$ cat src/rtl/arf096b192e1r1w0cbbeheaa4acw_gclk_pkg.sv
// Shared types and default widths for the regional clock power-enable controller.
package arf096b192e1r1w0cbbeheaa4acw_gclk_pkg;

    typedef enum logic [1:0] {
        OFF   = 2'd0,
        WAKE  = 2'd1,
        ON    = 2'd2,
        DRAIN = 2'd3
    } pwr_state_t;

    localparam int IDLE_W_DFLT = 6;
    localparam int WAKE_W_DFLT = 3;

endpackage

$ cat src/rtl/arf096b192e1r1w0cbbeheaa4acw_gclk_sat_cnt.sv
// Saturating up/down counter with synchronous clear and load (clear > load > inc > dec).
module arf096b192e1r1w0cbbeheaa4acw_gclk_sat_cnt #(
    parameter int W = 6
) (
    input  logic         clk,
    input  logic         rst,
    input  logic         clr,
    input  logic         ld,
    input  logic [W-1:0] ldVal,
    input  logic         inc,
    input  logic         dec,
    output logic [W-1:0] cnt
);

    always_ff @(posedge clk) begin
        if (rst) begin
            cnt <= '0;
        end else if (clr) begin
            cnt <= '0;
        end else if (ld) begin
            cnt <= ldVal;
        end else if (inc && (cnt != '1)) begin
            cnt <= cnt + W'(1);
        end else if (dec && (cnt != '0)) begin
            cnt <= cnt - W'(1);
        end
    end

endmodule

$ cat src/rtl/arf096b192e1r1w0cbbeheaa4acw_gclk_rpen_ctrl.sv
// Registered regional power enable (RPEn) generator with warm-up stall and idle hysteresis.
// Also re-times the LCP controls so the RCB only ever sees flop outputs.
//
//   state | meaning
//   OFF   | region clock gated, requesters stalled
//   WAKE  | RPEn high, counting down warm-up, requesters stalled
//   ON    | region clocked, accesses proceed, idle cycles counted
//   DRAIN | one last clocked cycle with AccRdy low before RPEn drops
module arf096b192e1r1w0cbbeheaa4acw_gclk_rpen_ctrl
    import arf096b192e1r1w0cbbeheaa4acw_gclk_pkg::*;
#(
    parameter int IDLE_W   = IDLE_W_DFLT,
    parameter int WAKE_W   = WAKE_W_DFLT,
    parameter     IDLE_RST = 6'd32
) (
    input  logic              CkGridX1N,
    input  logic              Reset,
    input  logic              RdReq,
    input  logic              WrReq,
    output logic              AccRdy,
    input  logic [IDLE_W-1:0] IdleThr,
    input  logic [WAKE_W-1:0] WakeLat,
    input  logic              CfgOvrd,
    input  logic              CfgFd,
    input  logic              CfgRd,
    output logic              RPEn,
    output logic              RPOvrd,
    output logic              Fd,
    output logic              Rd,
    output logic [1:0]        PwrState
);

    if (IDLE_RST >= (1 << IDLE_W)) begin : gIdleRstChk
        $error("IDLE_RST does not fit in IDLE_W bits");
    end

    pwr_state_t        state;
    pwr_state_t        stateNxt;
    logic              req;
    logic              wakeReq;
    logic [IDLE_W-1:0] icnt;
    logic [WAKE_W-1:0] wcnt;
    logic              icntClr;
    logic              icntInc;
    logic              wcntLd;
    logic              wcntDec;

    assign req     = RdReq | WrReq;
    assign wakeReq = req | CfgOvrd;

    always_comb begin
        stateNxt = state;
        unique case (state)
            OFF:   if (wakeReq) stateNxt = WAKE;
            WAKE:  if (wcnt == '0) stateNxt = ON;
            // Pending request or override always wins over the idle exit.
            ON:    if (!wakeReq && (icnt == IdleThr)) stateNxt = DRAIN;
            DRAIN: stateNxt = wakeReq ? ON : OFF;
            default: stateNxt = OFF;
        endcase
    end

    always_comb begin
        icntClr = (state != ON) || wakeReq;
        icntInc = (state == ON);
        wcntLd  = (state == OFF) && wakeReq;
        wcntDec = (state == WAKE);
    end

    arf096b192e1r1w0cbbeheaa4acw_gclk_sat_cnt #(.W(IDLE_W)) uIdleCnt (
        .clk   (CkGridX1N),
        .rst   (Reset),
        .clr   (icntClr),
        .ld    (1'b0),
        .ldVal ('0),
        .inc   (icntInc),
        .dec   (1'b0),
        .cnt   (icnt)
    );

    arf096b192e1r1w0cbbeheaa4acw_gclk_sat_cnt #(.W(WAKE_W)) uWakeCnt (
        .clk   (CkGridX1N),
        .rst   (Reset),
        .clr   (1'b0),
        .ld    (wcntLd),
        .ldVal (WakeLat),
        .inc   (1'b0),
        .dec   (wcntDec),
        .cnt   (wcnt)
    );

    // Outputs are decoded from the next state so they change on the same edge as the FSM.
    always_ff @(posedge CkGridX1N) begin
        if (Reset) begin
            state  <= OFF;
            RPEn   <= 1'b0;
            AccRdy <= 1'b0;
            RPOvrd <= 1'b0;
            Fd     <= 1'b0;
            Rd     <= 1'b0;
        end else begin
            state  <= stateNxt;
            RPEn   <= (stateNxt != OFF);
            AccRdy <= (stateNxt == ON);
            RPOvrd <= CfgOvrd;
            Fd     <= CfgFd;
            Rd     <= CfgRd;
        end
    end

    assign PwrState = state;

endmodule

$ cat config.mk
export PLATFORM = sky130hd
export DESIGN_NAME = arf096b192e1r1w0cbbeheaa4acw_gclk_rpen_ctrl
export DESIGN_NICKNAME = d
export VERILOG_FILES = /design/src/rtl/arf096b192e1r1w0cbbeheaa4acw_gclk_pkg.sv /design/src/rtl/arf096b192e1r1w0cbbeheaa4acw_gclk_sat_cnt.sv /design/src/rtl/arf096b192e1r1w0cbbeheaa4acw_gclk_rpen_ctrl.sv
export SDC_FILE = /design/constraint.sdc
export NUM_CORES = 1
export LEC_CHECK = 0
export BUFFER_PORTS_ARGS = -buffer_cell sky130_fd_sc_hd__buf_2
export CORE_MARGIN = 3
export CORE_UTILIZATION = 45
export DETAILED_ROUTE_END_ITERATION = 8
export PLACE_DENSITY = 0.69
export SETUP_SLACK_MARGIN = 0.3
export SYNTH_ARGS = -nofsm -noshare
export SYNTH_HDL_FRONTEND = slang
export SYNTH_SLANG_ARGS = --single-unit
$ cat constraint.sdc
create_clock -name CkGridX1N -period 2.1 [get_ports CkGridX1N]
set_input_delay 0 -clock CkGridX1N [delete_from_list [all_inputs] [get_ports CkGridX1N]]
set_output_delay 0 -clock CkGridX1N [all_outputs]
set_load 0.005 [all_outputs]
==> metrics, run 1 <==
status=completed; Tot Pwr=735 uW; Max IR drop VDD=0.413 mV; Fillers=134; DR pass1 iterations=4; Area after DPL=891 sq um; clk slew on worst S/H paths=0.09 ns; die height=47.8 microns; WL per Instance=11.8 microns; initial antenna violation count=0; Worst Setup End Kind=flop; Std-Cell Rows=14; post-DP HPWL=1.10 mm; CP peak stage delay=~0.53 ns; largest net degree at the start of global routing=11; Final Max Tran Viols=0; Max stage delay cell, worst path=or4_4; final number of hold-violating endpoints=0; commonest non-fill, non-tap cell in the layout=buf_2; Clock Skews=0.000918 ns; P per Cell Area=734 nW/um^2; syn_area_per_cell=9.26 sq um; Worst EP arrival=1.82 ns; total track usage=about 16%; initial core utilization=about half; Ant. Diodes=0; share of cells above drive strength 1=between 20% and 30%; Least-Margin Pin Slew=between 0.4 and 0.5 ns; CP cell instances=nor2b_4, nand2_2, or4_4, and3_1; clock root buffer master=clkbuf_4; clock buffer count from CTS=3; Yosys warning count=0; Syn-to-layout area delta=27.3%; 1st-iter DRT viols=7; async set-reset flop share out of synthesis=0%; H-tree depth=1; DRC=0; DIE AREA=2290 sq um; Port Buf Inserts=22; total wire length=roughly 1.5 mm; global-route wire length before repair=2.62 mm; Hold WS=about 0.034 ns; GP Congestion=0.821; nets@finish=134; Final period util=roughly 80%; Design Area, Final=1000 sq um; syn nets=104; chip width=around 48 microns; Synth Register Bits=16; vias per cell=5.22; P_leak=0.000423 uW; CP Class=flop to flop; sequential area share after synthesis=approximately two fifths; CTS Sinks=16; Synth Instances=85; FMAX=~0.61 GHz; most frequent cells in the layout=buf_2, dfxtp_1, a21oi_1, dlygate4sd3_1; final setup fails=0; Post-synth top flop=dfxtp_1; Post-Syn Area=between 700 and 800 sq um; GRT overflow=0; Post-synth EDFFs=0; clk buf depth=2; crit start category=flop; max_cap viols=0; Crit Path Max Fanout=9; count of different cell masters after synthesis=34; total negative slack=0 ns; TritonCTS clock tree=yes; Ports=23; Routed Antenna Nets=0; RSZ-0062 raised after global routing=no; worst path required time=2.28 ns; relative slew slack=70.7%; Worst-Skew Late Latency=approximately 0.28 ns; Via Count=679; number of global-route vias before repair=657; Worst Hold Class=input pin to flop; fin crit period=1.64 ns; Core ar.=1580 sq um
-- state kept, by name, indices dropped and copies added, names as in the netlist --
signal and cells:
AccRdy 1, Fd 1, PwrState 2, RPEn 1, RPOvrd 1, Rd 1
uIdleCnt.cnt 6, uWakeCnt.cnt 3
-- power breakdown --
group / total [uW] / switching (uW) / internal [uW]
Clock: 196 / 90.3 / 105
Combinational: 178 / 84.4 / 94.1
Sequential: 361 / 29.8 / 331
Total: 735 / 205 / 531
-- per-stage QoR --
stage / cells / util (%) / setup slack, ns
final: 130 / 63.6 / 0.465
after global routing: 130 / 63.6 / 0.337
after CTS: 130 / 63.3 / 0.355
after detailed placement: 119 / 56.5 / 0.378
after global placement: 119 / 56.5 / 0.461
after floorplan: 85 / - / 0.526
-- area by class of cell --
cell class	count	area (sq um)	area share, %
well taps	16	20.0	2.00
flip-flops and latches	16	320	32.0
inverters	4	15.0	1.50
multi-input cells	61	430	42.9
clock buffers	4	36.3	3.62
repair buffers	29	180	18.0
-- worst max-delay path: cells and delay by family, from the launching register on --
kind             cells  cell delay (ns)
DFF                  1             0.52
and+or+nand+nor      4             1.02
-- per-layer routing --
metal | share of wire (%) | track usage (%) | vias up
li1 | - | - | 354
met1 | 48 | 20.4 | 302
met2 | 46 | 26.1 | 23
met3 | 6.3 | 6.02 | 0
met4 | 0 | 3.23 | 0
met5 | 0 | 0 | -
-- final timing paths --
kind | start | endpoint | slack, ns | cells after the start
worst max-delay path | PwrState[1]$_SDFF_PP0_ | AccRdy$_SDFF_PP0_ | 0.46 | 4
worst min-delay path | RdReq | RPEn$_SDFF_PP0_ | 0.03 | 3
worst max register to register | PwrState[1]$_SDFF_PP0_ | AccRdy$_SDFF_PP0_ | 0.46 | 4
worst min register to register | uWakeCnt.cnt[0]$_SDFFE_PP0P_ | uWakeCnt.cnt[0]$_SDFFE_PP0P_ | 0.46 | 2
-- cell families after synthesis --
logic type                 synth area share (%)
and+or+nand+nor                            25.8
DFF                                        40.7
xor gates and xnor gates                   10.0
buffers and inverters                      5.25
muxes                                      2.54
adders and majority gates                  4.77
AOI/OAI and AO/OA                          11.0
-- timing repair --
| action | 4_1_cts | 5_1_grt |
|---|---|---|
| setup buffers | 0 | 0 |
| endpoints found under the hold margin | 6 | 0 |
| resized for setup | 0 | 1 |
| setup endpoints to repair | 0 | 5 |
| hold buffers | 7 | 0 |
-- Yosys cell counts, types with 2 or more instances --
library cell,instances,share of area (%)
a21oi_1,7,4.5
clkbuf_1,2,0.95
dfxtp_1,16,41
ha_1,3,4.8
inv_1,4,1.9
mux2i_1,2,2.5
nand2_1,6,2.9
nand4_1,3,2.4
nor2_1,6,2.9
nor2b_1,3,2.4
nor3_1,3,1.9
xnor2_1,5,5.6
xor2_1,4,4.5
Power figures use the tool's default switching activity.
==> run 2: changes to the inputs <==
--- a/config.mk
+++ b/config.mk
@@ -5,11 +5,12 @@
 export SDC_FILE = /design/constraint.sdc
 export NUM_CORES = 1
 export LEC_CHECK = 0
+export ABC_AREA = 1
 export BUFFER_PORTS_ARGS = -buffer_cell sky130_fd_sc_hd__buf_2
 export CORE_MARGIN = 3
 export CORE_UTILIZATION = 45
 export DETAILED_ROUTE_END_ITERATION = 8
-export PLACE_DENSITY = 0.69
+export PLACE_DENSITY = 0.68
 export SETUP_SLACK_MARGIN = 0.3
 export SYNTH_ARGS = -nofsm -noshare
 export SYNTH_HDL_FRONTEND = slang
==> constraint.sdc (replaced) <==
create_clock -name CkGridX1N -period 1.55 [get_ports CkGridX1N]
set_input_delay 0 -clock CkGridX1N [delete_from_list [all_inputs] [get_ports CkGridX1N]]
set_output_delay 0 -clock CkGridX1N [all_outputs]
set_load 0.005 [all_outputs]
==> run 2 against run 1 <==
  * Fmax up 32%
  * Sequential cell count unchanged
  * Worst hold slack worse by 0.032 ns
  * Setup slack worse by 0.15 ns
  * Clock power up 44%
  * Register-to-register slack worse by 0.15 ns
  * First-iteration DRC count rose to 2.6 times the previous value
  * Power up 65%
  * Cell count up 48%
  * Global-route usage up 1.7 points
  * Highest routed layer is now met4
  * Utilization up 5.5 points
==> metrics, run 2 <==
initial antenna violation count=0 (unchanged); Ant. Diodes=0 (unchanged); Std-Cell Rows=15 (+1); Synth Register Bits=16 (unchanged); RSZ-0062 raised after global routing=yes; max_cap viols=0 (unchanged); Worst Hold Class=input pin to flop; largest net degree at the start of global routing=10 (-1); DR pass1 iterations=4 (unchanged); most frequent cells in the layout=nand2_1, buf_2, inv_1; fin util=69.1% (+5.5 points); top cells by count, synth=nand2_1, inv_1, dfxtp_1; CP cell instances=inv_2, ha_4, ha_4, inv_2, nand2_4, or2_0, a31oi_1; NetSw=413 uW (+100%); P_int=799 uW (+51%); largest area contributor in the netlist=dfxtp_1; CP Class=flop to flop; Syn-to-layout area delta=39.8%; 1st-iter DRT viols=18 (+11); die height=50.2 microns (+5.1%); Final period util=79.7% (+1.8 points); Comb power frac=35.8% (+12 points); total negative slack=0 ns (unchanged); Ports=23 (unchanged); P per Cell Area=984 nW/um^2 (+34%); DIE AREA=2520 sq um (+10%); syn nets=148 (+42%); CTS Sinks=16 (unchanged); H-tree depth=1 (unchanged); count of different cell masters after synthesis=22 (-35%); final setup fails=0 (unchanged); Reg power frac=40.9% (-8.2 points); clk buf depth=2 (unchanged); Post-synth EDFFs=0 (unchanged); Clock Skews=0.000974 ns (+0.0000557 ns); clock root buffer master=clkbuf_4; TritonCTS clock tree=yes; worst path required time=1.77 ns (-0.51 ns); FMAX=0.810 GHz (+32%); fin crit period=1.24 ns (-0.400 ns); P_leak=0.000588 uW (+39%); Largest register FFs=6 (unchanged); Crit Path Max Fanout=5 (-4); post-synth top area share=36.4% (-4.3 points); Worst EP arrival=1.46 ns (-0.36 ns); async set-reset flop share out of synthesis=0% (unchanged); status=completed; Post-Syn Area=881 sq um (+12%); total wire length=2.09 mm (+36%); Fillers=157 (+17%); crit start category=flop; nets@finish=187 (+40%); clk slew on worst S/H paths=0.10 ns (about the same); Yosys warning count=0 (unchanged); total track usage=17.8% (+1.7 points); final number of hold-violating endpoints=0 (unchanged); post-DP HPWL=1.46 mm (+33%); sequential area share after synthesis=36.4% (-4.3 points); Tot Pwr=1210 uW (+65%); Synth area leaders=dfxtp_1, nand2_1, inv_1; number of global-route vias before repair=857 (+30%); share of cells above drive strength 1=34.1% (+5.2 points); Routed Antenna Nets=0 (unchanged); switch share=34.1% (+6.3 points); syn_area_per_cell=6.83 sq um (-26%); Final Max Tran Viols=0 (unchanged); Worst-Skew Late Latency=0.29 ns (about the same); commonest non-fill, non-tap cell in the layout=nand2_1; clock buffer count from CTS=3 (unchanged); Max stage delay cell, worst path=dfxtp_2; WL per Instance=10.9 microns (-7.6%); relative slew slack=86.1% (+15 points); DRC=0 (unchanged); GRT overflow=0 (unchanged); Via Count=913 (+34%); vias per cell=4.76 (-9.0%); Post-synth top flop=dfxtp_1; Worst Setup End Kind=flop; most numerous cell in the Yosys netlist=nand2_1; CP peak stage delay=0.35 ns (-0.18 ns); Port Buf Inserts=22 (unchanged); GP Congestion=0.819 (-0.20%); largest register by flop count=uIdleCnt.cnt; Core ar.=1780 sq um (+13%); Clock Power Share=23.3% (-3.3 points); Synth Instances=129 (+52%); chip width=50.2 microns (+5.1%); initial core utilization=49.4% (-0.52 points); global-route wire length before repair=3.44 mm (+31%); Max IR drop VDD=0.758 mV (+83%); Least-Margin Pin Slew=0.208 ns (-0.228 ns)
[run 2: what timing repair did]
action / in CTS / in global routing
cloned: 0 / 0
resized for setup: 9 / 7
hold buffers: 8 / 0
setup endpoints to repair: 9 / 12
buffers inserted: 1 / 3
pin swaps: 7 / 5
hold endpoints to repair: 6 / 0
[run 2: power groups by stage]
stage / combinational (uW) / sequential [uW] / clock (uW)
floorplan: 232 / 503 / 0
global route: 487 / 502 / 299
global placement: 325 / 499 / 0
CTS: 410 / 496 / 284
detailed placement: 330 / 503 / 0
finish: 434 / 495 / 283
[run 2: per-layer routing]
| metal | GRT usage (%) | wire, microns |
|---|---|---|
| met1 | 19.7 | 930 |
| met2 | 31.5 | 1030 |
| met3 | 3.56 | 100 |
| met4 | 9.68 | 30 |
| met5 | 0 | 0 |
[run 2: area by class of cell]
| type | count | area (sq um) | area share [%] |
|---|---|---|---|
| clock buffer | 4 | 36.3 | 2.95 |
| tap | 25 | 31.3 | 2.54 |
| inverter | 26 | 100 | 8.13 |
| sequential | 16 | 328 | 26.6 |
| timing repair buffer | 35 | 228 | 18.5 |
| multi-input combinational | 86 | 508 | 41.3 |
[run 2: critical path: cells and delay by family (launching register included)]
family | cells | cell delay (ns)
flops | 1 | 0.35
buf+inv | 2 | 0.12
fa+ha+maj | 2 | 0.31
compound gates | 1 | 0.12
simple gates | 2 | 0.26
[run 2: final timing paths]
path / startpoint / to / slack (ns) / cells after the start
worst max-delay path: uWakeCnt.cnt[0]$_SDFFE_PP0P_ / uWakeCnt.cnt[1]$_SDFFE_PP0P_ / 0.31 / 7
worst min-delay path: WakeLat[0] / uWakeCnt.cnt[0]$_SDFFE_PP0P_ / 0.001 / 3
worst max register to register: uWakeCnt.cnt[0]$_SDFFE_PP0P_ / uWakeCnt.cnt[1]$_SDFFE_PP0P_ / 0.31 / 7
worst min register to register: uIdleCnt.cnt[4]$_SDFFE_PP0P_ / uIdleCnt.cnt[4]$_SDFFE_PP0P_ / 0.49 / 2
[run 2: cell families (layout without fill, tap and decap cells)]
kind of cell               count (synthesis)  count (layout)  synth area share, %
and+or+nand+nor                           66              66                 35.4
buffers and inverters                     27              65                 11.8
DFF                                       16              16                 36.4
AOI/OAI and AO/OA                         14              14                 9.23
adders and majority gates                  3               3                 4.26
xor gates and xnor gates                   3               3                 2.98
[run 2: metrics by stage]
step                setup slack (ns)  cell area [sq um]  hold WS (ns)  instances
CTS                            0.301               1180      0.000659        189
detailed placement             0.205               1030         0.207        176
finish                         0.315               1230       0.00150        192
global route                   0.249               1230        0.0266        192
global placement               0.239               1030         0.204        176
floorplan                      0.311                883         0.107        129
